### src/rtl/fetch_stall_ctrl.sv
// PC and IF/ID register owner: applies hazard hold/bubble, branch flush, stall watchdog.
// Optional STALL_PERF_CNT_EN adds Stall_Cycles / Flush_Count counters.
module fetch_stall_ctrl #(
   parameter int unsigned PC_WIDTH    = 64,
   parameter int unsigned INSTR_WIDTH = 32,
   parameter logic [PC_WIDTH-1:0] RESET_PC = '0,
   parameter int unsigned MAX_STALL   = 4
) (
   input  logic                   CLOCK,
   input  logic                   RESET_N,
   input  logic                   PCWire,
   input  logic                   IFID_Write,
   input  logic                   ControlWire,
   input  logic                   Branch_Taken,
   input  logic [PC_WIDTH-1:0]    Branch_Target,
   input  logic [INSTR_WIDTH-1:0] Instr_In,
   output logic [PC_WIDTH-1:0]    PC_Out,
   output logic [PC_WIDTH-1:0]    IFID_PC,
   output logic [INSTR_WIDTH-1:0] IFID_Instr,
   output logic                   IFID_Valid,
   output logic                   IDEX_CtrlEnable,
   output logic                   Stall_Timeout
`ifdef STALL_PERF_CNT_EN
   ,
   output logic [31:0]            Stall_Cycles,
   output logic [31:0]            Flush_Count
`endif
);

   typedef enum logic [1:0] {RUN, STALL, FLUSH} state_t;

   localparam logic [7:0] MaxCnt = 8'(MAX_STALL);

   state_t state, stateNext;
   logic [7:0] stallCnt, cntNext;
   logic [PC_WIDTH-1:0] pcNext, ifidPcNext;
   logic [INSTR_WIDTH-1:0] ifidInstrNext;
   logic ifidValidNext, timeoutNext;
   logic bothLow, wdFire, stallHold, pcAdv;

   assign bothLow = !PCWire && !IFID_Write;

   // Mutually exclusive so the one-hot decode below stays unique.
   assign wdFire = !Branch_Taken && (state == STALL)
                   && bothLow && (stallCnt >= MaxCnt);
   assign stallHold = !Branch_Taken && (state == STALL)
                      && bothLow && (stallCnt < MaxCnt);

   always_comb begin
      stateNext     = state;
      cntNext       = stallCnt;
      pcNext        = PC_Out;
      ifidPcNext    = IFID_PC;
      ifidInstrNext = IFID_Instr;
      ifidValidNext = IFID_Valid;
      timeoutNext   = Stall_Timeout;
      pcAdv         = 1'b0;
      unique case (1'b1)
         Branch_Taken: begin
            pcNext        = Branch_Target;
            ifidInstrNext = '0;
            ifidValidNext = 1'b0;
            cntNext       = '0;
            stateNext     = FLUSH;
            pcAdv         = 1'b1;
         end
         wdFire: begin
            pcNext        = PC_Out + PC_WIDTH'(4);
            ifidPcNext    = PC_Out;
            ifidInstrNext = Instr_In;
            ifidValidNext = 1'b1;
            timeoutNext   = 1'b1;
            cntNext       = '0;
            stateNext     = RUN;
            pcAdv         = 1'b1;
         end
         stallHold: begin
            cntNext = stallCnt + 8'd1;
         end
         default: begin
            if (PCWire) begin
               pcNext = PC_Out + PC_WIDTH'(4);
               pcAdv  = 1'b1;
            end
            if (IFID_Write) begin
               ifidPcNext    = PC_Out;
               ifidInstrNext = Instr_In;
               ifidValidNext = (state != FLUSH);
            end
            if (state == RUN && bothLow) begin
               stateNext = STALL;
               cntNext   = 8'd1;
            end else begin
               stateNext = RUN;
               cntNext   = '0;
            end
         end
      endcase
   end

   always_ff @(posedge CLOCK or negedge RESET_N) begin
      if (!RESET_N) begin
         state         <= RUN;
         stallCnt      <= '0;
         PC_Out        <= RESET_PC;
         IFID_PC       <= '0;
         IFID_Instr    <= '0;
         IFID_Valid    <= 1'b0;
         Stall_Timeout <= 1'b0;
      end else begin
         state         <= stateNext;
         stallCnt      <= cntNext;
         PC_Out        <= pcNext;
         IFID_PC       <= ifidPcNext;
         IFID_Instr    <= ifidInstrNext;
         IFID_Valid    <= ifidValidNext;
         Stall_Timeout <= timeoutNext;
      end
   end

   assign IDEX_CtrlEnable = ControlWire && IFID_Valid && (state != FLUSH);

`ifdef STALL_PERF_CNT_EN
   // A stall cycle is any edge on which the PC fails to move.
   always_ff @(posedge CLOCK or negedge RESET_N) begin
      if (!RESET_N) begin
         Stall_Cycles <= '0;
         Flush_Count  <= '0;
      end else begin
         if (!pcAdv && Stall_Cycles != 32'hFFFF_FFFF)
            Stall_Cycles <= Stall_Cycles + 32'd1;
         if (Branch_Taken && Flush_Count != 32'hFFFF_FFFF)
            Flush_Count <= Flush_Count + 32'd1;
      end
   end
`else
   logic unusedAdv;
   assign unusedAdv = pcAdv;
`endif

endmodule
### config.mk
export PLATFORM = sky130hd
export DESIGN_NAME = fetch_stall_ctrl
export DESIGN_NICKNAME = d
export VERILOG_FILES = /design/src/rtl/fetch_stall_ctrl.sv
export SDC_FILE = /design/constraint.sdc
export NUM_CORES = 1
export LEC_CHECK = 0
export ABC_AREA = 1
export CAP_MARGIN = 20
export CORE_UTILIZATION = 40
export CTS_CLUSTER_DIAMETER = 200
export DETAILED_ROUTE_END_ITERATION = 10
export PLACE_DENSITY = 0.69
export SYNTH_ARGS = -nofsm -noshare
export SYNTH_HDL_FRONTEND = slang
export SYNTH_SLANG_ARGS = --single-unit
### constraint.sdc
create_clock -name CLOCK -period 2.2 [get_ports CLOCK]
set_input_delay 0.66 -clock CLOCK [delete_from_list [all_inputs] [get_ports CLOCK]]
set_output_delay 0.66 -clock CLOCK [all_outputs]
set_load 0.02 [all_outputs]
; Word-level counts from Yosys, hierarchy flattened
; Index checks and enable logic that the tools add are counted.
[totals]
memories = 0
rom_bits = 0
inputBits = 102
wordCells = 47
mem_bits_rw = 0
ff_bits = 172
latch_bits = 0
out_inout_bits = 163
[classes]
n_shift = 0
n_bitwise = 2
reduce_logical = 20
n_lt_le_gt_ge = 2
n_div = 0
add_sub_neg = 2
multipliers = 0
n_eq_ne = 2
mux = 12
[op_table]
columns = op, count
row1 = case mux 64 bit (3 select lines), 1
row2 = 2-to-1 mux 64 bit, 2
row3 = case mux 64 bit (2 select lines), 1
row4 = case mux 32 bit (3 select lines), 1
row5 = "adder 64 x 3 -> 64 bit, second input constant", 1
row6 = 2-to-1 mux 32 bit, 1
row7 = case mux 8 bit (2 select lines), 1
row8 = "adder 8 x 1 -> 8 bit, second input constant", 1
row9 = ">= comparator 8 x 3 -> 1 bit, second input constant", 1
row10 = logical AND 1 bit, 8
row11 = "less-than comparator 8 x 3 -> 1 bit, second input constant", 1
row12 = case mux 2 bit (3 select lines), 1
row13 = AND reduction 2 bit, 3
row14 = nonzero test 3 bit, 2
row15 = OR reduction 2 bit, 2
row16 = logical NOT 1 bit, 3
row17 = 2-to-1 mux 1 bit, 3
row18 = case mux 1 bit (3 select lines), 1
row19 = "== test 2 x 1 -> 1 bit, second input constant", 1
row20 = logical NOT 2 bit, 1
row21 = "inequality test 2 bit, second input constant", 1
row22 = NOT 1 bit, 2
row23 = nonzero test 2 bit, 1

; Longest topological paths before layout
; Gate-level depths: netlist of run 1.
[logic_depth]
depth_word = 7
depth_mapped = 11
ltp_nobuf = 11

; Worst setup path before layout of run 1
; OpenSTA, ideal clock, no wires.
[synth_timing]
kind = register -> register
start = register PC_Out[2]
end = register PC_Out[54]
path_buffers = 0
required_ns = 2.083
slack_ns = 0.449
setup_ns = 0.117
path_stages_with_launch = 11
synth_period_minus_slack_ns = 1.751
arrival_ns = 1.635
cell_sequence = dfrtp_1 > ha_1 > nand2_1 > nor2_2 > nand2_2 > nor2_4 > nand2_2 > o21ai_0 > nand3_1 > nand2_1 > nand2_1
[synth_between]
elab_chain_cells = 3
[synth_rtl]
columns = item, line_no
row1 = "start, declared", 17  ; output logic [PC_WIDTH-1:0] PC_Out,
row2 = "start signal, assigned", 113  ; PC_Out <= pcNext;
row3 = adder 64 x 3 -> 64 bit *, "68, 82"
row4 = 2-to-1 mux 64 bit, 81  ; if (PCWire) begin
row5 = case mux 64 bit (3 select lines) *, 58  ; unique case (1'b1)
; Mark *: on every way between the ends. The rest lies on a longest branch, timed or not. The select of a mux whose other input is x is not followed.
; A chain may end at the register's enable or synchronous reset.

; Worst setup path in the final report of run 1
[layout_timing]
start = register PC_Out[62]
end = output PC_Out[62]
; No word-level cell between the ends.

==> results.py, run 1 <==
metrics = {
    "outcome": {
        "status": "completed",
    },
    "critical_path": {
        "critical_path_arrival_ps": 1510,
        "reg2reg_slack_ps": 150,
        "critPathRequiredTime_ps": 1540,
        "cpLargestDelayFamily": "buffers and inverters",
        "startpoint_type": "register",
        "path_buf_inv": 1,
        "crit_fanout": 5,
        "critPathSlowestCell": "clkdlybuf4s50_1",
        "worstPathCellList": "clkdlybuf4s50_1",
        "r2r_start": "PC_Out[2]",
        "crit_path_end_kind": "output pin",
        "worstSetupPathType": "register to output pin",
        "r2r_cells": 10,
        "r2r-end": "PC_Out[60]",
        "slowest_delay_ps": 670,
    },
    "floorplan": {
        "die-area_sq_mm": 0.02373,
        "rows": 55,
        "ioPinCount": 265,
        "initial_utilization_pct": 40.84,
        "core_sq_mm": 0.02264,
        "fp.dieH_um": 154.0,
        "die_x_um": 154.0,
    },
    "final_layout": {
        "syn2layout_area_growth_pct": 41.31,
        "final_common_cell": "nand2_1",
        "drive_gt1_share_pct": 6.830,
        "layout_common_cells": "368 x nand2_1, 205 x clkdlybuf4s50_1, 196 x nor2_1, 172 x dfrtp_1, 150 x inv_1",
        "finalNetCount": 1688,
        "antenna_cells": 0,
    },
    "synthesis": {
        "syn_area_sq_mm": 0.009246,
        "synth_top_family_by_area": "simple AND/OR/NAND/NOR gates",
        "yosys.area_share.simple_pct": 31.54,
        "yosysWarnings": 0,
        "synth_adder_area_share_pct": 0.4060,
        "synth_seq_cells": 172,
        "synth_xor_area_share_pct": 0.1894,
        "avgSynthCellArea_sq_um": 7.085,
        "ys_types": 33,
        "syn_inst": 1305,
        "ys_seq_area_share_pct": 46.55,
        "muxShareOfSynthArea_pct": 0,
        "synth-compound-area-share_pct": 11.81,
    },
    "global_routing": {
        "grt-ovfl-total": 0,
        "grt_pass1_vias": 9307,
        "grt_pass1_wl_um": 51210,
        "grt_max_degree": 69,
        "antenna_found_initial": 0,
        "grt_usage_pct": 28.02,
    },
    "sta": {
        "finalSetupTns_ps": 0,
        "drv_slew": 0,
        "hold_violations": 0,
        "rsz0062_at_grt": "true",
        "setup_violations": 0,
        "final.setup_skew_ps": 13.71,
        "finalCriticalPeriod_ps": 2173,
        "finalCritPeriodShare_pct": 98.77,
        "max_freq_mhz": 460.2,
    },
    "drt": {
        "wl_per_cell_um": 17.30,
        "routed_wl_um": 32550,
        "ant_nets": 0,
        "vias": 9646,
        "via_per_inst": 5.128,
        "first_pass_iters": 5,
        "drt-initial-drc-count": 693,
        "drc": 0,
    },
    "power_and_ir_drop": {
        "internal_power_mw": 6.234,
        "p_sw_share_pct": 35.36,
        "power_switching_mw": 3.411,
        "seqPwrFrac_pct": 41.1,
        "powerDensity_mw_per_mm2": 738.1,
        "combPwrFrac_pct": 27.6,
        "clkPwrFrac_pct": 31.3,
        "power_leakage_nw": 6.272,
        "power.total_mw": 9.645,
        "peakVddDrop_mv": 0.5567,
    },
    "cts": {
        "cts_buffers": 17,
        "clock-sinks": 172,
        "worstSkewPairLatency_ps": 440,
        "cts_buffer_depth": 2,
        "cts_tree": "built",
        "cts_root_buf": "clkbuf_16",
        "ctsHoldBuffers": 0,
        "clkTransAtPathRegs_ps": 70,
        "htree_levels": 4,
    },
    "place": {
        "io_buffer_count": 264,
        "place.gp.congestion": 0.9524,
        "dp_hpwl_um": 24950,
    },
    "run": {
        "max_cap_violations": 0,
    },
    "hold_path": {
        "hold_path.class": "primary input to async pin",
    },
}
[synth_stat cells (all sizes together)]
| cell | n | area share, % |
|---|---|---|
| o32ai | 1 | 0.095 |
| or2 | 2 | 0.14 |
| a22oi | 5 | 0.41 |
| nand3 | 106 | 5.8 |
| xnor2 | 1 | 0.095 |
| ha | 3 | 0.41 |
| clkbuf | 15 | 0.61 |
| nand4 | 13 | 0.88 |
| nor2 | 209 | 9.1 |
| nand2 | 375 | 15 |
| o211ai | 1 | 0.081 |
| xor2 | 1 | 0.095 |
| a32oi | 1 | 0.095 |
| inv | 155 | 6.3 |
| conb | 1 | 0.041 |
| a31oi | 2 | 0.14 |
| o21ai | 173 | 9.4 |
| dfrtp | 172 | 47 |
| o22ai | 2 | 0.14 |
| nor3 | 3 | 0.16 |
| buf | 37 | 2.6 |
| a21oi | 27 | 1.5 |
[flip-flops by register name (all words and copies together) (netlist names)]
register,cells
IFID_PC,64
PC_Out,64
IFID_Instr,32
stallCnt,8
state,2
IFID_Valid,1
Stall_Timeout,1
[layer usage]
metal / GRT usage [%] / routed length, um / vias up
li1: - / - / 4691
met1: 38.83 / 14600 / 4519
met2: 44.31 / 14870 / 394
met3: 5.552 / 2383 / 42
met4: 8.286 / 695 / 0
met5: 0 / 0 / -
[per-stage QoR]
step | setup WS, ps | hold slack, ps | cells | instance area, sq um | utilization [%]
after floorplan | 448.7 | 364.4 | 1309 | 9261 | -
after global placement | -382.4 | 456.4 | 1849 | 12450 | 55.00
after detailed placement | -394.0 | 458.7 | 1849 | 12450 | 55.00
after CTS | 0.6051 | 135.6 | 1881 | 12990 | 57.39
after global routing | -2.770 | 140.5 | 1881 | 13070 | 57.71
final | 27.07 | 128.4 | 1881 | 13070 | 57.71
[area by class of cell]
cell class              count  area, sq um
fillers                  2129         9574
clock inverters            15        158.9
inverters                 155        584.3
multi-input cells         930         4100
flip-flops and latches    172         4304
well taps                 285        356.6
clock buffers              17        425.4
repair buffers            307         3137
[cell families after synthesis]
kind of cell / Yosys count
AO/OA/AOI/OAI: 212
XOR/XNOR: 2
adder cells (fa/ha/maj): 3
buffers and inverters: 207
flip-flops: 172
other: 1
AND/OR/NAND/NOR: 708
[power groups by stage]
stage	clock network [mW]	logic (mW)	registers (mW)
floorplan	0	0.847	4.41
global placement	0	2.69	4.02
detailed placement	0	2.72	4.02
CTS	3.07	2.68	3.96
global route	3.19	2.89	4.02
finish	3.02	2.66	3.97
[timing repair]
item,4_1_cts,5_1_grt
resized for setup,34,29
endpoints found under the setup margin,31,31
setup buffers,0,0
cloned,0,0
pin swaps,0,0
[how the worst max path moves through the flow]
stage / start / to / slack [ps] / depth (start not counted)
after floorplan: PC_Out[2] / PC_Out[54] / 450 / 10
after global placement: ControlWire / IDEX_CtrlEnable / -380 / 4
after detailed placement: ControlWire / IDEX_CtrlEnable / -390 / 4
after CTS: PC_Out[18] / PC_Out[18] / 0.6 / 1
after global routing: PC_Out[2] / PC_Out[56] / -3 / 10
final: PC_Out[62] / PC_Out[62] / 30 / 1
No activity file was read; power rests on OpenSTA's default activity.
==> run 2: changes to the inputs <==
CORE_MARGIN = 5   (was not set)
==> results.py, run 2 (synthesis gave the netlist of run 1 again) <==
metrics = {
    "cts": {
        "worstSkewPairLatency_ps": 440,
        "post-cts-setup-buffers": 0,
        "clock-sinks": 172,
        "cts_tree": "built",
        "clkTransAtPathRegs_ps": 80,
        "cts_buffer_depth": 2,
        "cts_buffers": 17,
        "ctsHoldBuffers": 0,
        "cts_root_buf": "clkbuf_16",
        "htree_levels": 4,
    },
    "sta": {
        "final.setup_skew_ps": 13.62,
        "finalSetupTns_ps": 0,
        "max_freq_mhz": 462.7,
        "worstMarginPinSlew_ps": 530.6,
        "hold_violations": 0,
        "finalCriticalPeriod_ps": 2161,
        "rsz0062_at_grt": "false",
        "finalCritPeriodShare_pct": 98.23,
        "drv_slew": 0,
        "setup_violations": 0,
        "maxSlewHeadroom_pct": 64.63,
        "worst_slack_ps": 39.00,
    },
    "critical_path": {
        "worstPathCellList": "clkdlybuf4s50_1",
        "worstSetupPathType": "register to output pin",
        "critPathSlowestCell": "clkdlybuf4s50_1",
        "crit_path_end_kind": "output pin",
        "startpoint_type": "register",
        "crit_fanout": 4,
        "critPathRequiredTime_ps": 1540,
        "critical_path_arrival_ps": 1500,
        "path_buf_inv": 1,
        "slowest_delay_ps": 660,
        "cpLargestDelayFamily": "buffers and inverters",
    },
    "drt": {
        "first_pass_iters": 7,
        "routed_wl_um": 33630,
        "drt-initial-drc-count": 845,
        "vias": 9624,
        "via_per_inst": 5.087,
        "drc": 0,
        "ant_nets": 0,
        "wl_per_cell_um": 17.77,
    },
    "final_layout": {
        "final_util_pct": 57.65,
        "finalNetCount": 1699,
        "drive_gt1_share_pct": 7.530,
        "final_common_cell": "nand2_1",
        "layout_common_cells": "368 x nand2_1, 202 x clkdlybuf4s50_1, 196 x nor2_1, 171 x dfrtp_1, 150 x inv_1",
        "antenna_cells": 0,
        "largest_registers": "IFID_PC: 64 flops, PC_Out: 64 flops, IFID_Instr: 32 flops",
        "syn2layout_area_growth_pct": 41.58,
    },
    "floorplan": {
        "ioPinCount": 265,
        "die_x_um": 162.0,
        "initial_utilization_pct": 40.72,
        "rows": 55,
        "core_sq_mm": 0.02271,
        "fp.dieH_um": 162.0,
        "die-area_sq_mm": 0.02626,
    },
    "global_routing": {
        "grt_max_degree": 58,
        "grt_usage_pct": 25.29,
        "grt_pass1_vias": 9286,
        "grt_pass1_wl_um": 52050,
        "grt-ovfl-total": 0,
        "antenna_found_initial": 0,
    },
    "place": {
        "io_buffer_count": 264,
        "dp_slack_ps": -372.4,
        "place.gp.congestion": 0.9806,
        "dp_hpwl_um": 26200,
    },
    "hold_path": {
        "hold_path.class": "primary input to async pin",
    },
    "power_and_ir_drop": {
        "peakVddDrop_mv": 0.4705,
        "power.total_mw": 9.734,
        "power_leakage_nw": 6.227,
        "powerDensity_mw_per_mm2": 743.6,
    },
    "outcome": {
        "status": "completed",
    },
    "run": {
        "max_cap_violations": 0,
    },
}
run 2: cell types whose count changed in the layout (fill, tap and decap cells not counted), sizes merged:
| cell | previous run | this run |
|---|---|---|
| buf | 46 | 57 |
| dlymetal6s2s | 26 | 17 |
| bufinv | 0 | 1 |
| clkinv | 8 | 4 |
| dlygate4sd2 | 30 | 42 |
| clkdlybuf4s50 | 205 | 202 |
| clkinvlp | 1 | 4 |
run 2: report_power, final:
group / leakage [nW] / total, mW / switching (mW) / internal (mW)
sequential: 2.12 / 3.96 / 0.398 / 3.56
clock: 0.283 / 3.10 / 1.48 / 1.63
combinational: 3.83 / 2.67 / 1.52 / 1.15
run 2: cell type report:
class | instances | area, sq um
clock buffers | 17 | 425.4
well taps | 285 | 356.6
fillers | 2138 | 9618
clock inverters | 15 | 177.7
inverters | 155 | 584.3
flip-flops and latches | 172 | 4305
multi-input cells | 930 | 4100
repair buffers | 318 | 3142
run 2: path summary, 6_finish.rpt:
path                                    start            end  slack, ps  cells past startpoint
max in group asynchronous             RESET_N     PC_Out[60]       1370                      2
worst min-delay path                  RESET_N     PC_Out[26]        160                      1
worst min register to register  Stall_Timeout  Stall_Timeout        480                      1
worst max-delay path               PC_Out[10]     PC_Out[10]         40                      1
min in group CLOCK              Stall_Timeout  Stall_Timeout        480                      1
worst max register to register      PC_Out[3]     PC_Out[55]        190                      9
run 2: timing repair:
action | CTS | global route
hold endpoints to repair | 0 | 0
gates resized for setup | 46 | 20
cloned | 0 | 0
pin swaps | 0 | 0
endpoints found under the setup margin | 43 | 23
run 2: routing by layer:
layer,GRT usage (%),share of wire (%)
met5,0,0
met4,6.613,2.0
met1,35.11,45
met3,4.948,7.1
met2,40.85,46
run 2: per-stage QoR:
step	instance area [sq um]	instances	hold WS [ps]
6_report	13090	1892	164.7
5_1_grt	13090	1892	186.6
4_1_cts	13040	1892	176.0
3_5_place_dp	12500	1860	454.2
3_3_place_gp	12500	1860	460.4
2_1_floorplan	9261	1309	364.4
